==> src/rtl/n_bit_pipe_register.sv <==
// n_bit_pipe_register
//   DEPTH-stage chain of N-bit registers with a per-stage valid bit and a
//   valid/ready handshake on both ends. Words move forward whenever the next
//   stage is empty or is itself moving, so bubbles collapse even while the
//   output is stalled. Strict FIFO order, no loss, no duplication.
//
// Ports
//   clk        rising-edge clock
//   rst        synchronous active-high reset (clears valid, data and count)
//   flush      synchronous clear of all valid bits and count (data retained)
//   in_valid   upstream offers in_data
//   in_data    upstream word, N bits
//   in_ready   block accepts in_data this cycle
//   out_valid  out_data holds a valid word (registered)
//   out_data   word at the last stage (registered)
//   out_ready  downstream accepts out_data
//   count      number of valid stages, 0..DEPTH
module n_bit_pipe_register #(
  parameter  int N     = 6,
  parameter  int DEPTH = 4,
  localparam int CW    = $clog2(DEPTH + 1)
) (
  input  logic          clk,
  input  logic          rst,
  input  logic          flush,
  input  logic          in_valid,
  input  logic [N-1:0]  in_data,
  output logic          in_ready,
  output logic          out_valid,
  output logic [N-1:0]  out_data,
  input  logic          out_ready,
  output logic [CW-1:0] count
);

  logic [DEPTH-1:0] r_v;
  logic [N-1:0]     r_d [DEPTH];
  logic [CW-1:0]    r_count;

  logic [DEPTH-1:0] w_go;
  logic [DEPTH-1:0] w_acc;
  logic [DEPTH-1:0] w_src_v;
  logic [N-1:0]     w_src_d [DEPTH];
  logic             w_in_xfer;
  logic             w_out_xfer;

  // Move chain: evaluated from the output end backwards, so a stage may
  // advance into a slot that is being vacated in the same cycle.
  always_comb begin
    w_go    = '0;
    w_acc   = '0;
    w_src_v = '0;
    for (int unsigned i = 0; i < DEPTH; i++) begin
      w_src_d[i] = '0;
    end

    w_go[DEPTH-1] = r_v[DEPTH-1] & out_ready;
    for (int unsigned k = 1; k < DEPTH; k++) begin
      w_go[DEPTH-1-k] = r_v[DEPTH-1-k] & (~r_v[DEPTH-k] | w_go[DEPTH-k]);
    end

    for (int unsigned i = 0; i < DEPTH; i++) begin
      w_acc[i] = ~r_v[i] | w_go[i];
    end

    // Source of each stage: upstream port for stage 0, previous stage otherwise.
    w_src_v[0] = in_valid;
    w_src_d[0] = in_data;
    for (int unsigned i = 1; i < DEPTH; i++) begin
      w_src_v[i] = w_go[i-1];
      w_src_d[i] = r_d[i-1];
    end
  end

  assign in_ready   = w_acc[0] & ~flush;
  assign w_in_xfer  = in_valid & in_ready;
  assign w_out_xfer = r_v[DEPTH-1] & out_ready;

  always_ff @(posedge clk) begin
    if (rst) begin
      r_v     <= '0;
      r_count <= '0;
      for (int unsigned i = 0; i < DEPTH; i++) begin
        r_d[i] <= '0;
      end
    end else if (flush) begin
      // Data registers keep their contents; only occupancy is cleared.
      r_v     <= '0;
      r_count <= '0;
    end else begin
      for (int unsigned i = 0; i < DEPTH; i++) begin
        if (w_acc[i]) begin
          r_v[i] <= w_src_v[i];
          if (w_src_v[i]) begin
            r_d[i] <= w_src_d[i];
          end
        end
      end
      case ({w_in_xfer, w_out_xfer})
        2'b10:   r_count <= r_count + CW'(1);
        2'b01:   r_count <= r_count - CW'(1);
        default: r_count <= r_count;
      endcase
    end
  end

  assign out_valid = r_v[DEPTH-1];
  assign out_data  = r_d[DEPTH-1];
  assign count     = r_count;

  a_count_matches_valid : assert property (
    @(posedge clk) disable iff (rst) (r_count == CW'($countones(r_v)))
  );

  a_count_bounded : assert property (
    @(posedge clk) disable iff (rst) (int'(r_count) <= DEPTH)
  );

endmodule
==> config.mk <==
export PLATFORM = sky130hd
export DESIGN_NAME = n_bit_pipe_register
export DESIGN_NICKNAME = d
export VERILOG_FILES = /design/src/rtl/n_bit_pipe_register.sv
export SDC_FILE = /design/constraint.sdc
export NUM_CORES = 1
export LEC_CHECK = 0
export ABC_AREA = 0
export CAP_MARGIN = 40
export CELL_PAD_IN_SITES_DETAIL_PLACEMENT = 0
export CELL_PAD_IN_SITES_GLOBAL_PLACEMENT = 1
export CORE_MARGIN = 2
export CORE_UTILIZATION = 37
export DETAILED_ROUTE_END_ITERATION = 8
export HOLD_SLACK_MARGIN = 0.03
export PLACE_DENSITY_LB_ADDON = 0.12
export SYNTH_ARGS = -nofsm -noshare
export SYNTH_HDL_FRONTEND = slang
export SYNTH_SLANG_ARGS = --single-unit
==> constraint.sdc <==
create_clock -name clk -period 2.04 [get_ports clk]
set_input_delay 0.408 -clock clk [delete_from_list [all_inputs] [get_ports clk]]
set_output_delay 0.408 -clock clk [all_outputs]
set_load 0.03 [all_outputs]
== Word level (Yosys, flattened, before mapping) ==
Memory sizes are Yosys's and may differ from the RTL's.
Cells that the tools add are included.
Storage, ports and cells
  register bits after elaboration: 7
  RAM bits: 24
  output and inout bits: 11
  memories kept: 1
Cells by class
  add/sub/neg operators: 2
  equal/unequal tests: 2
  mux-type cells: 27
  bitwise operators: 19
  reductions and logical operators: 2
Memories
  r_d: depth 4, bits a word 6, read ports 4, clocked after memory_dff 0, write ports 4, RTL line 36  | logic [N-1:0] r_d [DEPTH];
Operators with widths (count)
  $mux 6: 4
  $mux 1: 22
  $or 1x1->1: 8
  $and 1x1->1: 6
  $pmux 3 s2: 1
  $not 1->1: 5
  $add 3x1->3 const B: 1
  $sub 3x1->3 const B: 1
  $eq 2x1->1 const B: 1
  $eq 2x2->1 const B: 1
  $reduce_bool 2->1: 1
  $reduce_or 2->1: 1

== Longest topological paths before layout ==
  depth in word-level cells: 13
  gate-level depth with buffers: 9

== Worst setup path before layout ==
No wires, ideal clock.
  kind: register -> register
  from: register r_v[3]
  to: register r_count[2] (netlist: count[2])
  library setup time: 0.070 ns
  arrival: 2.105 ns
  data required time: 1.970 ns
  slack: -0.135 ns
  stages on the path, launching flop included: 10
  path through: dfxtp_1 -> and4b_1 -> buf_2 -> nand2_1 -> nand3_1 -> ha_1 -> fa_1 -> xnor2_1 -> or3_1 -> a21oi_1
Between the ends
  word-level cells in the longest chain between the ends: 12
RTL lines
  from (decl): RTL line 35  | logic [DEPTH-1:0] r_v;
  from (signal, indexed assignment): RTL line 92  | r_v[i] <= w_src_v[i];
  $and 1x1->1 / $not 1->1 (equally long branches): RTL line 56, 76, 58
  $or 1x1->1: RTL line 58  | w_go[DEPTH-1-k] = r_v[DEPTH-1-k] & (~r_v[DEPTH-k] | w_go[DEPTH-k]);
  $and 1x1->1: RTL line 58
  $or 1x1->1: RTL line 58
  $and 1x1->1: RTL line 58
  $or 1x1->1: RTL line 58
  $and 1x1->1: RTL line 58
  $or 1x1->1: RTL line 62  | w_acc[i] = ~r_v[i] | w_go[i];
  $and 1x1->1: RTL line 74  | assign in_ready = w_acc[0] & ~flush;
  $and 1x1->1: RTL line 75  | assign w_in_xfer = in_valid & in_ready;
  $eq 2x1->1 / $eq 2x2->1 (equally long branches): RTL line 98  | case ({w_in_xfer, w_out_xfer})
  $pmux 3 s2 / $reduce_bool 2->1 (equally long branches)
  to (signal assigned): RTL line 99  | 2'b10: r_count <= r_count + CW'(1);
  to (signal assigned): RTL line 100  | 2'b01: r_count <= r_count - CW'(1);
  to (signal assigned): RTL line 101  | default: r_count <= r_count;
  to (decl): RTL line 37  | logic [CW-1:0] r_count;
Parallel ways exist; a longest one is shown, timed or not.
A chain may end at the register's enable or synchronous reset.

== Worst setup path in the final report ==
Same ends and word-level chain as after synthesis.

==> flow_summary.yaml <==
routing:
  ant_nets: 0
  via_per_inst: 4.356
  drt_pass1_iterations: 4
  maxUsedRoutingLayer: "met4"
  wl_met2_um: 822
  wl_per_cell_um: 9.544
  drc: 0
  wirelength_met1_um: 749
  drt-total-wl_mm: 1.718
  dr_total_vias: 784
  drt_iter0_drc: 12
  wl_met3_um: 93
grt:
  grt_pass1_wl_mm: 3.098
  grt_overflow: 0
  grt_usage_pct: 10.42
  grt_max_degree: 11
  grt_pass1_vias: 724
  grt_antenna_before_repair: 0
finish:
  area_growth_pct: 32.40
  diodes: 0
  regArea_um2: 862.1
  drive_above_1_share_pct: 20.90
  nNetsFinal: 146
  multi_input_area_um2: 409.1
  n_fill_cell: 295
floorplanning:
  die_w_um: 63.13
  start_util_pct: 38.77
  num_rows: 21
  io_pins: 22
  dieArea_um2: 3985
  coreArea_um2: 3337
  die_h_um: 63.13
clock_network:
  cts_tree: "built"
  cts_num_sinks: 31
  cts_buffers: 5
  clock_latency_ns: 0.32
  clk_pin_slew_ns: 0.09
  cts_root_buffer: "clkbuf_4"
  htreeDepth: 2
  clk_path_buf_depth: 2
critical_path:
  crit_slowest_cell: "dfxtp_2"
  ff2ff_setup_slack_ns: 0.13
  critPathTopFamily: "simple AND/OR/NAND/NOR gates"
  r2r_end: "count[2]"
  ff2ff_path_depth: 8
  max_stage_delay_ns: 0.34
  startpoint: "r_v[3]"
  end_kind: "flop"
  path_buf_inv: 0
  crit_chain: "and4b_1 > nand2_2 > nand3_1 > ha_2 > fa_2 > xnor2_1 > or3_1 > a21oi_2"
  worstSetupStartpointType: "flop"
  crit_arrival_ns: 2.17
  worstPathRequired_ns: 2.30
  r2r_start: "r_v[3]"
  crit_fanout: 5
  crit_type: "flop to flop"
timing:
  finalClockSkew_ns: 0.009817
  period_needed_ns: 1.913
  hold_viol_final: 0
  setup_viol: 0
  slew_headroom_pct: 79.50
  drv_slew: 0
  fmax_mhz: 522.8
  finalCritPeriodShare_pct: 93.76
  tightest_slew_ns: 0.3065
  hold_ws_ns: 0.5100
yosys:
  synthesis.area_um2: 1294
  ys.flop_type: "edfxtp_1"
  synth_top_cell_by_area: "edfxtp_1"
  synth_enable_flop_cells: 24
  syn_nets: 109
  synth.most_common_cell: "and2_1"
  synth_area_leaders: "edfxtp_1, and2_1, dfxtp_1"
  ys_async_sr_fraction_pct: 0
  synth_cell_type_count: 26
  synthDominantCellAreaShare_pct: 55.71
  avgSynthCellArea_um2: 13.48
  seq_area_frac_synth_pct: 66.54
  synthCells: 96
  ys_ff_latch: 31
  synth_commonest_cells: "and2_1, edfxtp_1, nor2_1"
  ys_warn_count: 0
pwr:
  finalPower_uw: 1250
  p_leak_uw: 0.0006539
  power.density_nw_per_um2: 729.7
  ir_worst_vdd_mv: 0.4559
run_status:
  status: "finished clean"
placement:
  routabilityCongestion: 0.8068
  dpl.hpwl_mm: 1.354
  numPortBuffers: 21
job:
  maxCapViolCount: 0
min_path:
  min_to: "r_v[2]"
  min_path_type: "flop to flop"
  hold_path_startpoint: "r_v[1]"
  whs_path_depth: 2
-- per-layer routing --
metal  GRT usage (%)  up-vias
li1                -      404
met1           12.25      348
met2           16.09       25
met3           3.214        7
met4           7.500        0
met5               0        -
-- worst min-delay path, cell delays in order, from the launching register on --
cell     delay, ns
dfxtp_1       0.33
nor2_1        0.10
nor2_1        0.04
-- layout by cell type (no fill, tap or decap), drive strengths merged --
master	synthesis	layout
or3	1	1
and2	25	25
clkdlybuf4s50	0	19
nand3	1	1
dfxtp	7	7
a211oi	1	1
bufinv	0	1
clkbuf	0	5
mux2i	1	1
o21ai	2	2
fa	1	1
or2	1	1
xor2	1	1
and4b	1	1
nand2	1	1
nor3	3	3
buf	2	12
a31o	1	1
o31ai	2	2
a21oi	3	3
nand2b	1	1
dlygate4sd2	0	1
xnor2	1	1
nor2	8	8
clkinv	0	2
inv	5	5
nor2b	1	1
ha	1	1
and3b	1	1
edfxtp	24	24
-- registers in the layout, summed over array words and instances (netlist names) --
| name | flops |
|---|---|
| r_v | 4 |
| count | 3 |
| r_d | 24 |
-- where the power goes --
part	internal, µW	total [µW]	switching (µW)
clock network	252	451	199
logic	46.0	89.9	43.9
registers	702	709	6.55
total	1000	1250	250
-- kinds of logic (layout without fill, tap and decap cells) --
kind of cell,after synthesis,after routing,share of synthesized area [%]
xor+xnor,2,2,1.354
buf+inv,7,45,2.708
fa+ha+maj,2,2,2.514
mux,1,1,0.7737
simple gates,44,44,20.79
compound gates,9,9,5.319
flops,31,31,66.54
-- worst max-delay path by stage --
stage | end | slack (ns) | depth (start not counted)
finish | count[2] | 0.13 | 8
global route | count[2] | -0.003 | 8
CTS | count[2] | 0.11 | 8
detailed placement | count[2] | -0.47 | 9
global placement | count[2] | -0.38 | 9
floorplan | count[2] | 0.03 | 9
-- what timing repair did --
action	4_1_cts	5_1_grt
buffers inserted	0	0
hold buffers	0	0
gates resized for setup	1	1
setup endpoints to repair	2	1
-- stage by stage --
| stage | TNS [ns] | utilization (%) | std cells | setup slack (ns) | instance area [µm²] |
|---|---|---|---|---|---|
| 2_1_floorplan | 0 | - | 96 | 0.03222 | 1305 |
| 6_report | 0 | 51.33 | 180 | 0.1273 | 1713 |
| 3_3_place_gp | -0.5243 | 48.97 | 172 | -0.3781 | 1634 |
| 3_5_place_dp | -0.7417 | 48.97 | 172 | -0.4714 | 1634 |
| 4_1_cts | 0 | 51.22 | 180 | 0.1114 | 1709 |
| 5_1_grt | -0.003351 | 51.33 | 180 | -0.003351 | 1713 |
-- layout make-up --
cell class | instances | area share (%)
sequential | 31 | 50.33
tap | 46 | 3.360
multi-input combinational | 58 | 23.89
clock inverter | 3 | 2.264
timing repair buffer | 32 | 16.87
inverter | 5 | 1.096
clock buffer | 5 | 2.191
No activity file was read; power rests on OpenSTA's default activity.
